**config.mk**
```make
export PLATFORM = sky130hd
export DESIGN_NAME = rope_electro_scheduler
export DESIGN_NICKNAME = d
export VERILOG_FILES = /design/src/rtl/rope_electro_scheduler.sv
export SDC_FILE = /design/constraint.sdc
export NUM_CORES = 1
export LEC_CHECK = 0
export ABC_AREA = 0
export CORE_UTILIZATION = 35
export DETAILED_ROUTE_END_ITERATION = 12
export GPL_TIMING_DRIVEN = 0
export SETUP_SLACK_MARGIN = 0.1
export SLEW_MARGIN = 20
export SYNTH_ARGS = -nofsm -noshare
export SYNTH_HDL_FRONTEND = slang
export SYNTH_SLANG_ARGS = --single-unit
export TNS_END_PERCENT = 30
```
**constraint.sdc**
```tcl
create_clock -name clk -period 4.71 [get_ports clk]
set_input_delay 0.7065 -clock clk [delete_from_list [all_inputs] [get_ports clk]]
set_output_delay 0.7065 -clock clk [all_outputs]
set_load 0.02 [all_outputs]
```
**src/rtl/rope_electro_scheduler.sv**
```systemverilog
// Rope electrification sequencer: GAP -> WARN -> LIVE per rope, paced by startOfFrame.
// Define ROPE_SCHED_RANDOM_EN for LFSR-based rope selection instead of round-robin.
module rope_electro_scheduler #(
  parameter int unsigned ROPES       = 6,
  parameter int unsigned WARN_FRAMES = 30,
  parameter int unsigned LIVE_FRAMES = 60,
  parameter int unsigned GAP_FRAMES  = 45
) (
  input  logic                       clk,
  input  logic                       resetN,
  input  logic                       startOfFrame,
  input  logic                       enable,
  input  logic [ROPES-1:0]           monkeyCollision,
  output logic [2*ROPES-1:0]         electroStatus,
  output logic [$clog2(ROPES)-1:0]   activeRope,
  output logic [1:0]                 phase,
  output logic                       shockPulse
);

  localparam int unsigned RW = $clog2(ROPES);
  localparam logic [7:0] WarnLoad = 8'(WARN_FRAMES - 1);
  localparam logic [7:0] LiveLoad = 8'(LIVE_FRAMES - 1);
  localparam logic [7:0] GapLoad  = 8'(GAP_FRAMES - 1);

  typedef enum logic [1:0] {
    StGap  = 2'b00,
    StWarn = 2'b01,
    StLive = 2'b10
  } state_e;

  state_e               state_q;
  logic [7:0]           frame_cnt_q;
  logic [RW-1:0]        active_q;
  logic [ROPES-1:0]     prev_col_q;
  logic [2*ROPES-1:0]   status_q;
  logic [1:0]           phase_q;
  logic                 shock_q;

  logic                 tick;
  logic                 shock;
  logic                 gap_to_warn;
  logic [RW-1:0]        rope_rr;
  logic [RW-1:0]        rope_next;
  logic [2*ROPES-1:0]   warn_vec;
  logic [2*ROPES-1:0]   live_vec;

  always_comb begin
    tick        = enable & startOfFrame;
    shock       = enable && (state_q == StLive) &&
                  monkeyCollision[active_q] && !prev_col_q[active_q];
    gap_to_warn = !shock && tick && (frame_cnt_q == 8'd0) && (state_q == StGap);
    rope_rr     = (active_q == RW'(ROPES - 1)) ? '0 : active_q + RW'(1);
  end

`ifdef ROPE_SCHED_RANDOM_EN
  logic [7:0]    lfsr_q;
  logic          first_q;
  logic [RW-1:0] rope_pick;

  always_comb begin
    rope_pick = RW'(lfsr_q % 8'(ROPES));
    if (first_q) begin
      rope_next = '0;
    end else if (rope_pick == active_q) begin
      rope_next = rope_rr;
    end else begin
      rope_next = rope_pick;
    end
  end

  // Fibonacci LFSR, taps 8,6,5,4
  always_ff @(posedge clk) begin
    if (!resetN) begin
      lfsr_q  <= 8'hA5;
      first_q <= 1'b1;
    end else begin
      if (tick) begin
        lfsr_q <= {lfsr_q[6:0], lfsr_q[7] ^ lfsr_q[5] ^ lfsr_q[4] ^ lfsr_q[3]};
      end
      if (gap_to_warn) begin
        first_q <= 1'b0;
      end
    end
  end
`else
  assign rope_next = rope_rr;
`endif

  always_comb begin
    warn_vec = '0;
    live_vec = '0;
    for (int unsigned i = 0; i < ROPES; i++) begin
      if (rope_next == RW'(i)) warn_vec[2*i +: 2] = 2'b01;
      if (active_q == RW'(i))  live_vec[2*i +: 2] = 2'b10;
    end
  end

  always_ff @(posedge clk) begin
    if (!resetN) begin
      state_q     <= StGap;
      frame_cnt_q <= GapLoad;
      active_q    <= RW'(ROPES - 1);
      prev_col_q  <= '0;
      status_q    <= '0;
      phase_q     <= 2'b00;
      shock_q     <= 1'b0;
    end else begin
      // prevCol tracks even while paused so a held collision never re-triggers
      prev_col_q <= monkeyCollision;
      shock_q    <= shock;
      if (shock) begin
        state_q     <= StGap;
        frame_cnt_q <= GapLoad;
        status_q    <= '0;
        phase_q     <= 2'b00;
      end else if (tick) begin
        if (frame_cnt_q == 8'd0) begin
          unique case (state_q)
            StGap: begin
              state_q     <= StWarn;
              frame_cnt_q <= WarnLoad;
              active_q    <= rope_next;
              status_q    <= warn_vec;
              phase_q     <= 2'b01;
            end
            StWarn: begin
              state_q     <= StLive;
              frame_cnt_q <= LiveLoad;
              status_q    <= live_vec;
              phase_q     <= 2'b10;
            end
            default: begin
              state_q     <= StGap;
              frame_cnt_q <= GapLoad;
              status_q    <= '0;
              phase_q     <= 2'b00;
            end
          endcase
        end else begin
          frame_cnt_q <= frame_cnt_q - 8'd1;
        end
      end
    end
  end

  assign electroStatus = status_q;
  assign activeRope    = active_q;
  assign phase         = phase_q;
  assign shockPulse    = shock_q;

endmodule

```
== After elaboration in Yosys (flattened, before gate mapping) ==
Index checks and enable logic that the tools add are counted.

* Memory bits (writable): 0
* Register bits after elaboration: 32
* Bits in latches: 0
* Bits of input ports: 10
* Bits in read-only memories: 0
* Logic and storage cells: 56
* Output and inout bits: 18
* Memories kept: 0

* Div/mod/pow operators: 0
* Bitwise operators: 3
* Shift-type cells: 0
* $mul: 0
* $add $sub $neg: 2
* Multiplexer cells: 21
* Reduce and logical (&&, ||, !) cells: 11
* Equal/unequal tests: 12
* Magnitude comparators: 1

{| class="wikitable"
|+ Operators by type and width
! operator !! count
|-
| $pmux 12 s2 || 1
|-
| $eq 3x2->1 const B || 4
|-
| $eq 3x3->1 const B || 4
|-
| $mux 2 || 6
|-
| $pmux 6 s2 || 1
|-
| $logic_not 8->1 || 1
|-
| $mux 1 || 8
|-
| $mux 8 || 1
|-
| $sub 8x1->8 const B || 1
|-
| $bmux 1 s3 || 2
|-
| $eq 3x1->1 const B || 2
|-
| $logic_not 3->1 || 2
|-
| $lt 3x4->1 const B || 1
|-
| $pmux 2 s2 || 1
|-
| $reduce_and 4->1 || 1
|-
| $add 3x1->3 const B || 1
|-
| $logic_and 1x1->1 || 3
|-
| $mux 3 || 1
|-
| $eq 2x1->1 const B || 1
|-
| $eq 2x2->1 const B || 1
|-
| $logic_not 2->1 || 1
|-
| $not 1->1 || 2
|-
| $reduce_and 2->1 || 1
|-
| $reduce_or 2->1 || 1
|-
| other kinds (2) || 2
|}

== Logic depth before layout (Yosys ltp) ==
Gate-level depths: netlist (run 1).

* Depth in word-level cells: 6
* Depth in mapped cells: 7
* Depth with buffers taken out: 6

== Worst setup path before layout (run 1) ==
No wires, ideal clock.

* Path type: input to register
* From: in monkeyCollision[3]
* To: reg frame_cnt_q[2]
* Path buffers: 1
* Arrival time: 1.972 ns
* Path slack: 2.614 ns
* Setup time: 0.124 ns
* Stages on the path: 5
* Data required time: 4.586 ns
* Cell sequence: mux4_2 and2_1 o221a_1 buf_6 a2111o_1

* Longest elaborated chain between the ends: 5

{| class="wikitable"
|+ Ends and longest elaborated chain
! element !! line !! RTL
|-
| start, declared || 13 || <nowiki>input logic [ROPES-1:0] monkeyCollision,</nowiki>
|-
| $bmux 1 s3 || 50 || <nowiki>monkeyCollision[active_q] && !prev_col_q[active_q];</nowiki>
|-
| $mux 1 (implied by the code) || 50 ||
|-
| $logic_and 1x1->1 || 49 || <nowiki>shock = enable && (state_q == StLive) &&</nowiki>
|-
| $logic_and 1x1->1 || 50 ||
|-
| $reduce_or 2->1 (no source line) || n/a ||
|-
| end signal, assigned || 101 || <nowiki>frame_cnt_q <= GapLoad;</nowiki>
|-
| end signal, assigned || 113 || <nowiki>frame_cnt_q <= GapLoad;</nowiki>
|-
| end signal, assigned || 121 || <nowiki>frame_cnt_q <= WarnLoad;</nowiki>
|-
| end, declared || 32 || <nowiki>logic [7:0] frame_cnt_q;</nowiki>
|}

Every way passes these cells. The select of a mux whose other input is x is not followed.
A chain may end at the register's enable or synchronous reset.

== Worst setup path in the final report (run 1) ==
* From: in monkeyCollision[0]
* To: reg frame_cnt_q[2]

Same word-level chain as after synthesis.

==> key figures, run 1 <==
Synth
  • Syn Nets: 176
  • Sequential fraction of the synthesis area: 40.9%
  • Synth Instances: 164
  • Mapped Avg Cell Area: 9.54 um2
  • Flop and latch count out of synthesis: 32
  • Yosys cell types: 51
  • YS warnings: 0
  • Mapped cell area: 1570 um2

Timing
  • Clk_skew: 7.11 ps
  • Hold Violations, Final: 0
  • Final period util: 49.1%
  • Relative slew slack: 61.2%
  • Minimum clock period: 2310 ps
  • Setup tns final: 0 ps
  • Peak Freq: 432 MHz
  • RSZ-0062 raised after global routing: no
  • Setup Viol. Count Final: 0
  • Worst slew pin tran: 581 ps
  • Max Slew Vio Count: 0

Pwr
  • Peak supply drop: 0.137 mV
  • Clock Power Share: 44.9%
  • Pwr dens: 283 nW/um2
  • Comb power frac: 5.9%
  • Net Switching: 0.119 mW
  • Net Sw Frac: 20.9%
  • Leak: 0.719 nW
  • Seq pwr share: 49.2%
  • Internal: 0.449 mW

Place
  • Detailed Place HPWL: 2.77 mm
  • Gpl congestion: 0.835
  • Area after DPL: 1900 um2
  • Port Buffer Count: 27

Global routing
  • Vias in the first global route: 1384
  • First-pass GRT wire length: 6.50 mm
  • Largest net degree at the start of global routing: 11
  • Total GRT Usage: 18.9%
  • Overflow after GRT: 0
  • Initial antenna violation count: 0

Worst setup path
  • Critical Path AT: 2470 ps
  • Worst-path maximum fanout: 10
  • CP required: 4870 ps
  • CP Capture Type: flop
  • Setup crit start kind: input pin
  • Kind of critical path: input pin to flop

Floorplanning
  • Full die area: 4740 um2
  • Initial Utilization: 37.8%
  • Chip width: 68.9 um
  • Io pins: 28
  • Std-Cell Rows: 23
  • Core area: 4140 um2
  • DIE HEIGHT: 68.9 um

Final layout
  • Share of cells above drive strength 1: 11.1%
  • Fin area: 2010 um2
  • Most common cell after layout, fill and taps aside: dfxtp_1
  • Antenna Diode Count: 0
  • Layout net count: 210
  • Commonest cells after routing, fill and taps aside: 32 x dfxtp_1, 27 x clkdlybuf4s50_1, 20 x nor3_1
  • Area delta synth->final: 28.1%

Flow run
  • Max Cap Viol: 0

Clock network
  • Clock tree root driver cell: clkbuf_8
  • Clock buffer depth: 2
  • CTS Hold Bufs: 0
  • Post_cts resized: 0
  • Number of buffers created by CTS: 5
  • Worst-path clk slew: 70 ps
  • Clock sink count: 32
  • CTS tree: yes
  • Clock H-tree levels: 2
  • Insertion delay to the later sink of the worst-skew pair: 280 ps
  • Post-CTS setup buffers: 0

Drt
  • Initial DRC count: 167
  • Drt total wl: 3.88 mm
  • First-pass DRT Iterations: 4
  • ANT nets after route: 0
  • # DRC: 0
  • Via/cell ratio: 5.50
  • Via count: 1369
  • WL per Instance: 15.6 um

Run status
  • Status: finished, final reports clean

Hold path
  • Min-Delay Path Class: flop to flop
==> worst paths after layout <==
path,from,end,slack [ps],cells past startpoint
max,monkeyCollision[0],frame_cnt_q[2],2400,6
min,electroStatus[10],electroStatus[10],460,2
max reg2reg,activeRope[1],electroStatus[8],2590,5
min reg2reg,electroStatus[10],electroStatus[10],460,2
==> logic make-up after synthesis <==
kind of cell	synth area share (%)
fa+ha+maj	1.60
compound gates	13.7
xor+xnor	1.12
flops	40.9
buf+inv	4.16
simple gates	30.6
mux	7.91
==> per-layer routing <==
layer	share of wire, %	wire length [um]	global-route usage [%]
met1	47	1840	25.2
met2	46	1780	29.2
met3	5.6	218	4.93
met4	1.2	48	6.63
met5	0	0	0
==> final cells by class <==
cell class | instances | area (um2)
Buffer | 10 | 50.0
Clock buffer | 6 | 72.6
Clock inverter | 2 | 35.0
Fill cell | 405 | 2140
Inverter | 4 | 15.0
Multi-Input combinational cell | 118 | 860
Sequential cell | 32 | 641
Tap cell | 50 | 62.6
Timing Repair Buffer | 27 | 270
==> registers in the layout, summed over array words and instances (netlist names) <==
register and cells:
electroStatus 12, frame_cnt_q 8, prev_col_q 6, activeRope 3, phase 2, shockPulse 1
==> critical path: stages <==
cell             delay, ps
clkdlybuf4s50_1        430
mux4_2                 450
and2_1                 170
o221a_1                280
buf_6                  160
a2111o_1               270
==> stage by stage <==
step | setup slack (ps) | instances | hold slack (ps) | power [mW] | util (%)
4_1_cts | 2380 | 249 | 466 | 0.574 | 48.4
3_3_place_gp | 2120 | 241 | 452 | 0.318 | 45.8
3_5_place_dp | 2090 | 241 | 451 | 0.319 | 45.8
6_report | 2400 | 249 | 465 | 0.568 | 48.4
5_1_grt | 2320 | 249 | 508 | 0.590 | 48.4
2_1_floorplan | 2610 | 164 | 475 | 0.304 | -
==> cell usage after synthesis (all sizes together) <==
library cell	n	share of area, %
or3	4	1.6
inv	4	0.96
xor2	1	0.56
o21a	1	0.48
and4	1	0.56
nand4	1	0.40
nor3	22	8.1
buf	5	2.0
and3	3	1.2
a2111o	1	0.72
a21oi	4	1.3
or2	1	0.40
mux2	1	0.72
and2	9	3.6
nor2	6	1.4
a22oi	5	2.4
a2111oi	2	1.2
nor4	3	2.0
a311oi	1	0.56
nand2b	2	0.80
nand4b	1	0.56
ha	2	1.6
nor2b	4	1.6
o221a	1	0.72
a32oi	2	1.1
dfxtp	32	41
o21ai	1	0.32
and3b	1	0.56
nand2	8	1.9
clkbuf	5	1.2
nand3	2	1.4
xnor2	1	0.56
a31oi	1	0.40
o311ai	1	0.56
a211oi	5	2.7
a221oi	1	0.56
mux2i	9	5.8
o32a	1	0.64
or4b	2	1.5
or3b	1	0.56
or4	2	0.96
nand3b	3	1.4
mux4	1	1.4
==> power groups by stage <==
stage / clock, mW / combinational (mW) / sequential, mW
detailed placement: 0 / 0.0334 / 0.285
global route: 0.273 / 0.0374 / 0.280
floorplan: 0 / 0.0194 / 0.284
CTS: 0.261 / 0.0336 / 0.279
finish: 0.255 / 0.0336 / 0.279
global placement: 0 / 0.0328 / 0.285
No activity file was read; power rests on OpenSTA's default activity.
==> inputs of run 2 (changes only) <==
Clock period 4.71 ns to 2.4 ns, I/O delays scaled along.
==> results of run 2 <==
The final DEF is identical to that of run 1. Status: finished, final reports clean.
Main changes from that run: setup slack after placement 2090 ps -> 128 ps; setup slack after layout 2400 ps -> 285 ps; start point of the critical path monkeyCollision[0] -> activeRope[1]; end point of the critical path frame_cnt_q[2] -> electroStatus[8]; register-to-register setup slack 2590 ps -> 280 ps; total power 0.568 mW -> 1.11 mW; worst IR drop on VDD 0.137 mV -> 0.269 mV
==> patch 1 (flow settings as in run 2) <==
Change the parameter `ROPES` from 6 to 3.
--- a/src/rtl/rope_electro_scheduler.sv
+++ b/src/rtl/rope_electro_scheduler.sv
@@ -1,7 +1,7 @@
 // Rope electrification sequencer: GAP -> WARN -> LIVE per rope, paced by startOfFrame.
 // Define ROPE_SCHED_RANDOM_EN for LFSR-based rope selection instead of round-robin.
 module rope_electro_scheduler #(
-  parameter int unsigned ROPES       = 6,
+  parameter int unsigned ROPES       = 3,
   parameter int unsigned WARN_FRAMES = 30,
   parameter int unsigned LIVE_FRAMES = 60,
   parameter int unsigned GAP_FRAMES  = 45
Ports: changed (resized activeRope, electroStatus and monkeyCollision); port bits go from 28 to 18. No check against the original RTL was run, so the function may have changed too.
==> patch 1 against run 2 <==
Largest power group unchanged. Worst setup slack lost 0.11 ns. Synthesized area down 35%. Total power down 35%. Sequential power shrank 31%. Die area is 34% lower. Largest cell class unchanged. Maximum frequency shrank 5.1%. Critical path type unchanged. Routed wire length fell by 48%. Sequential share of layout area grew 2.0 points. Worst hold slack improved by 0.045 ns. Clock power decreased by 43%. Critical path depth is 2 higher. Cell area is 35% lower. Sequential cell count decreased by 10. Global-route usage decreased by 4.4 points.
==> patch 1: results (changes against run 2) <==
CP arrival: 2.45 ns (+0.14 ns)
Worst Hold Class: flip-flop to flip-flop
GRT Total Usage: 14.5% (-4.4 points)
Initial DRC Count: 37 (-78%)
Crit Reg-Reg Endpoint: frame_cnt_q[2]
Worst R2R Path Depth: 7 (+2)
H-tree levels: 1 (-1)
Core ar.: 2760 sq um (-33%)
first-pass GRT wire length: 3710 um (-43%)
total wire length: 2020 um (-48%)
Inserted Diodes: 0 (unchanged)
Tightest Pin Transition: 0.471 ns (-0.110 ns)
peak supply drop: 0.363 mV (+35%)
met3 routed wirelength: 89 um (-59%)
Crit Reg-Reg Startpoint: frame_cnt_q[0]
CTS Buf Count: 3 (-2)
crit path max-delay cell type: or4b_4
initial antenna violation count: 0 (unchanged)
Cell Area, Placed: 1220 sq um (-36%)
Avg Vias per Cell: 5.30 (-3.5%)
met2 wire len: 937 um (-47%)
Post-synth ARST share: 0% (unchanged)
share of layout cells above drive strength 1: 10.5% (-0.53 points)
Worst Hold End: frame_cnt_q[5]
largest cells by area after synthesis: dfxtp_1, mux2i_1, nor2_1
r2r setup slk: 0.17 ns (-0.11 ns)
largest net degree at the start of global routing: 14 (+3)
Synth warnings: 0 (unchanged)
worst-path maximum fanout: 7 (-3)
Hold Crit Start: frame_cnt_q[5]
routability cong.: 0.784 (-6.2%)
Clk Latency, worst-skew pair: 0.31 ns (+0.03 ns)
Setup CP Type: flip-flop to flip-flop
clk slew on worst S/H paths: 0.13 ns (+0.06 ns)
Hold Path Depth: 2 (unchanged)
most frequent cells after synthesis: dfxtp_1, nor2_1, a22oi_1, inv_1, mux2i_1
DR top layer: met4
status: finished, final reports clean
CTS Buffer Depth: 2 (unchanged)
Syn Nets: 120 (-32%)
static leakage: 0.449 nW (-38%)
non-filler instance count after layout: 164 (-34%)
vias in the first global route: 892 (-36%)
CTS root buf: clkbuf_4
skew final: 0.00310 ns (-0.00401 ns)
Most flops, register: frame_cnt_q
Mapped Avg Cell Area: 9.06 sq um (-5.1%)
sequential area share after synthesis: 43.4% (+2.5 points)
max FFs per register: 8 (-4)
Final nets: 142 (-32%)
hpwl dp: 1490 um (-46%)
# port buffers: 17 (-37%)
number of library cell types mapped by synthesis: 35 (-31%)
wl on met1: 976 um (-47%)
crit-path max cell delay: 0.48 ns (-0.08 ns)
-- patch 1: cell count changes in the layout (fill, tap and decap cells not counted), moves of 3 or more --
cell | run 2 | this run
dfxtp_1 | 32 | 22
a211oi_1 | 4 | 0
clkdlybuf4s50_1 | 27 | 17
clkbuf_8 | 5 | 0
clkbuf_4 | 0 | 3
nor3_1 | 20 | 4
nor2_1 | 6 | 16
clkbuf_1 | 6 | 3
nand2_1 | 8 | 4
and3_1 | 3 | 0
and2_1 | 9 | 3
mux2i_1 | 9 | 6
-- patch 1: kinds of logic (layout without fill, tap and decap cells) --
logic type      after synthesis  after routing  synth area share [%]
compound gates               21             21                  14.3
xor+xnor                      2              2                  1.73
fa+ha+maj                     1              1                  1.23
buf+inv                      13             34                  6.53
flops                        22             22                  43.4
mux                           7              7                  7.03
simple gates                 46             46                  25.8
-- patch 1: layer usage --
metal | vias to the layer above | GRT usage, %
li1 | 438 | -
met1 | 404 | 19.4
met2 | 26 | 24.3
met3 | 2 | 2.33
met4 | 0 | 4.18
met5 | - | 0
-- patch 1: critical path, delay by kind of cell, from the launching register on --
family                     cells  cell delay [ns]
DFF                            1             0.38
AOI/OAI and AO/OA              1             0.17
and+or+nand+nor                3             1.18
buffers and inverters          2             0.22
adders and majority gates      1             0.20
-- patch 1: worst max-delay path by stage --
stage | endpoint | slack, ns | depth (start not counted)
2_1_floorplan | frame_cnt_q[2] | 0.31 | 7
3_3_place_gp | electroStatus[5] | -0.22 | 6
3_5_place_dp | electroStatus[2] | -0.19 | 6
4_1_cts | electroStatus[5] | 0.15 | 7
5_1_grt | frame_cnt_q[2] | 0.08 | 7
6_report | frame_cnt_q[2] | 0.17 | 7
-- patch 1: power by group --
group	leakage (nW)	switching, mW	internal (mW)	total [mW]
logic	0.242	0.0312	0.0325	0.0637
clock network	0.0279	0.116	0.169	0.284
registers	0.179	0.00501	0.372	0.377
-- patch 1: cell type report --
cell class | count | area, sq um
Multi-Input combinational cell | 77 | 528
Timing Repair Buffer | 17 | 170
Clock buffer | 3 | 22.5
Buffer | 7 | 43.8
Inverter | 6 | 22.5
Clock inverter | 1 | 30.0
Tap cell | 31 | 38.8
Sequential cell | 22 | 440
Fill cell | 266 | 1460
-- patch 1: timing repair --
action | CTS | global route
endpoints found under the hold margin | 0 | 0
gates resized for setup | 1 | 2
setup endpoints to repair | 10 | 11
buffers inserted | 0 | 0
pin swaps | 0 | 0
cloned | 0 | 0
-- patch 1: per-stage QoR --
step	setup WS (ns)	utilization (%)	power [mW]	hold slack [ns]
final	0.170	47.0	0.725	0.510
after global routing	0.0830	47.0	0.758	0.552
after CTS	0.151	46.5	0.731	0.515
after detailed placement	-0.192	44.4	0.446	0.496
after global placement	-0.219	44.4	0.446	0.480
after floorplan	0.311	-	0.426	0.422
==> patch 2 (settings of run 2) <==
Made on the original files. Encoding of `state_e`: now one-hot (3 bits for 3 states).
--- a/src/rtl/rope_electro_scheduler.sv
+++ b/src/rtl/rope_electro_scheduler.sv
@@ -22,10 +22,10 @@
   localparam logic [7:0] LiveLoad = 8'(LIVE_FRAMES - 1);
   localparam logic [7:0] GapLoad  = 8'(GAP_FRAMES - 1);
 
-  typedef enum logic [1:0] {
-    StGap  = 2'b00,
-    StWarn = 2'b01,
-    StLive = 2'b10
+  typedef enum logic [2:0] {
+    StGap  = 3'b001,
+    StWarn = 3'b010,
+    StLive = 3'b100
   } state_e;
 
   state_e               state_q;
Behaviour: no difference found for any inputs over 10 cycles, from zero or initial values and one cycle with resetN low; not proved beyond that.
==> patch 2 against run 2 <==
Maximum frequency fell by 1.6%. Cell area rose by 6.5%. Worst setup slack got worse by 0.035 ns. Die area rose by 7.9%. Synthesized area rose by 8.2%. Via count rose by 8.5%. Worst hold slack got worse by 0.0037 ns. First-iteration DRC count fell by 32%. Total power fell by 1.7%. Sequential cell count rose by 1. Cell count rose by 5.6%. Routed wire length rose by 5.2%. Sequential share of layout area fell by 1.0 points. Critical path type unchanged.
==> patch 2: results (changes against run 2) <==
Crit Reg-Reg Endpoint: activeRope[2]
met2 Use GR: 29.3% (+0.065 points)
Final nets: 222 (+5.7%)
clk tree area frac: 4.75% (-0.62 points)
first-pass GRT wire length: 6730 um (+3.6%)
Worst Hold End: electroStatus[2]
non-clk buf share: 16.3% (+0.32 points)
peak supply drop: 0.289 mV (+7.7%)
crit path max-delay cell type: nor3b_1
vias in the first global route: 1442 (+4.2%)
Filler Cell Count: 417 (+3.0%)
worst-path maximum fanout: 9 (-1)
worst hold margin: 0.461 ns (-0.00373 ns)
post-DR wirelength/cell: 15.5 um (-0.45%)
final setup vio count: 0 (unchanged)
Inverters: 8 (+4)
clock sinks: 33 (+3.1%)
hpwl dp: 3050 um (+10%)
CP arrival: 2.33 ns (+0.02 ns)
M3 GR Usage: 4.64% (-0.29 points)
sequential portion of the cell area: 30.9% (-1.0 points)
Worst R2R Path Depth: 4 (-1)
skew final: 0.0104 ns (+0.00333 ns)
Crit Reg-Reg Startpoint: state_q[2]
Hold Crit Start: electroStatus[2]
Non-CTS buffers: 40 (+8.1%)
Place WS: 0.176 ns (+0.0482 ns)
Syn Nets: 188 (+6.8%)
number of library cell types mapped by synthesis: 54 (+5.9%)
# port buffers: 27 (unchanged)
clock buffer count: 7 (+1)
TritonRoute pass-1 iters: 5 (+1)
largest cells by area after synthesis: dfxtp_1, mux2i_1, nor3_1
r2r setup slk: 0.25 ns (-0.03 ns)
#MultiIn Comb: 122 (+3.4%)
status: finished, final reports clean
H-tree levels: 2 (unchanged)
share of layout cells above drive strength 1: 13.3% (+2.2 points)
crit-path max cell delay: 0.79 ns (+0.23 ns)
Multi-input gate area: 931 sq um (+8.3%)
Max-slew headroom: 38.2% (-23 points)
Initial DRC Count: 113 (-32%)
Int Pwr: 851 uW (-3.4%)
sequential area share after synthesis: 39.0% (-1.9 points)
Avg Vias per Cell: 5.65 (+2.8%)
GRT Total Usage: 17.0% (-1.9 points)
static leakage: 0.753 nW (+4.8%)
routability cong.: 0.805 (-3.6%)
patch 2: how the worst max path moves through the flow:
stage	start	slack [ns]	endpoint	cells past startpoint
floorplan	activeRope[0]	0.52	frame_cnt_q[3]	6
global placement	startOfFrame	0.22	frame_cnt_q[5]	5
detailed placement	startOfFrame	0.18	frame_cnt_q[5]	5
CTS	frame_cnt_q[0]	0.29	activeRope[2]	5
global route	state_q[2]	0.14	activeRope[2]	5
finish	state_q[2]	0.25	activeRope[2]	4
patch 2: cells by family after synthesis:
kind of cell	after synthesis	synth area share [%]
xor+xnor	1	0.517
simple gates	72	27.6
compound gates	32	15.4
fa+ha+maj	2	1.48
buf+inv	21	6.36
mux	15	9.68
flops	33	39.0
patch 2: per-layer routing:
| layer | vias up | routed length (um) |
|---|---|---|
| met3 | 6 | 223 |
| met4 | 0 | 45 |
| met5 | - | 0 |
| li1 | 722 | - |
| met1 | 707 | 1760 |
| met2 | 51 | 2050 |
patch 2: worst max-delay path, delay by kind of cell, from the launching register on:
kind	cells	cell delay, ns
simple gates	2	1.17
flops	1	0.31
compound gates	1	0.37
buf+inv	1	0.19
patch 2: power groups by stage:
| stage | clock (mW) | combinational [mW] | sequential, mW |
|---|---|---|---|
| final | 0.459 | 0.0713 | 0.565 |
| after detailed placement | 0 | 0.0696 | 0.578 |
| after floorplan | 0 | 0.0413 | 0.576 |
| after global placement | 0 | 0.0672 | 0.577 |
| after global routing | 0.490 | 0.0778 | 0.566 |
| after CTS | 0.467 | 0.0703 | 0.565 |
patch 2: through the flow:
step                      instance area, sq um  std cells  utilization, %
final                                     2140        263            47.4
after floorplan                           1690        176               -
after global placement                    2030        255            45.0
after global routing                      2140        263            47.4
after CTS                                 2130        263            47.3
after detailed placement                  2030        255            45.0
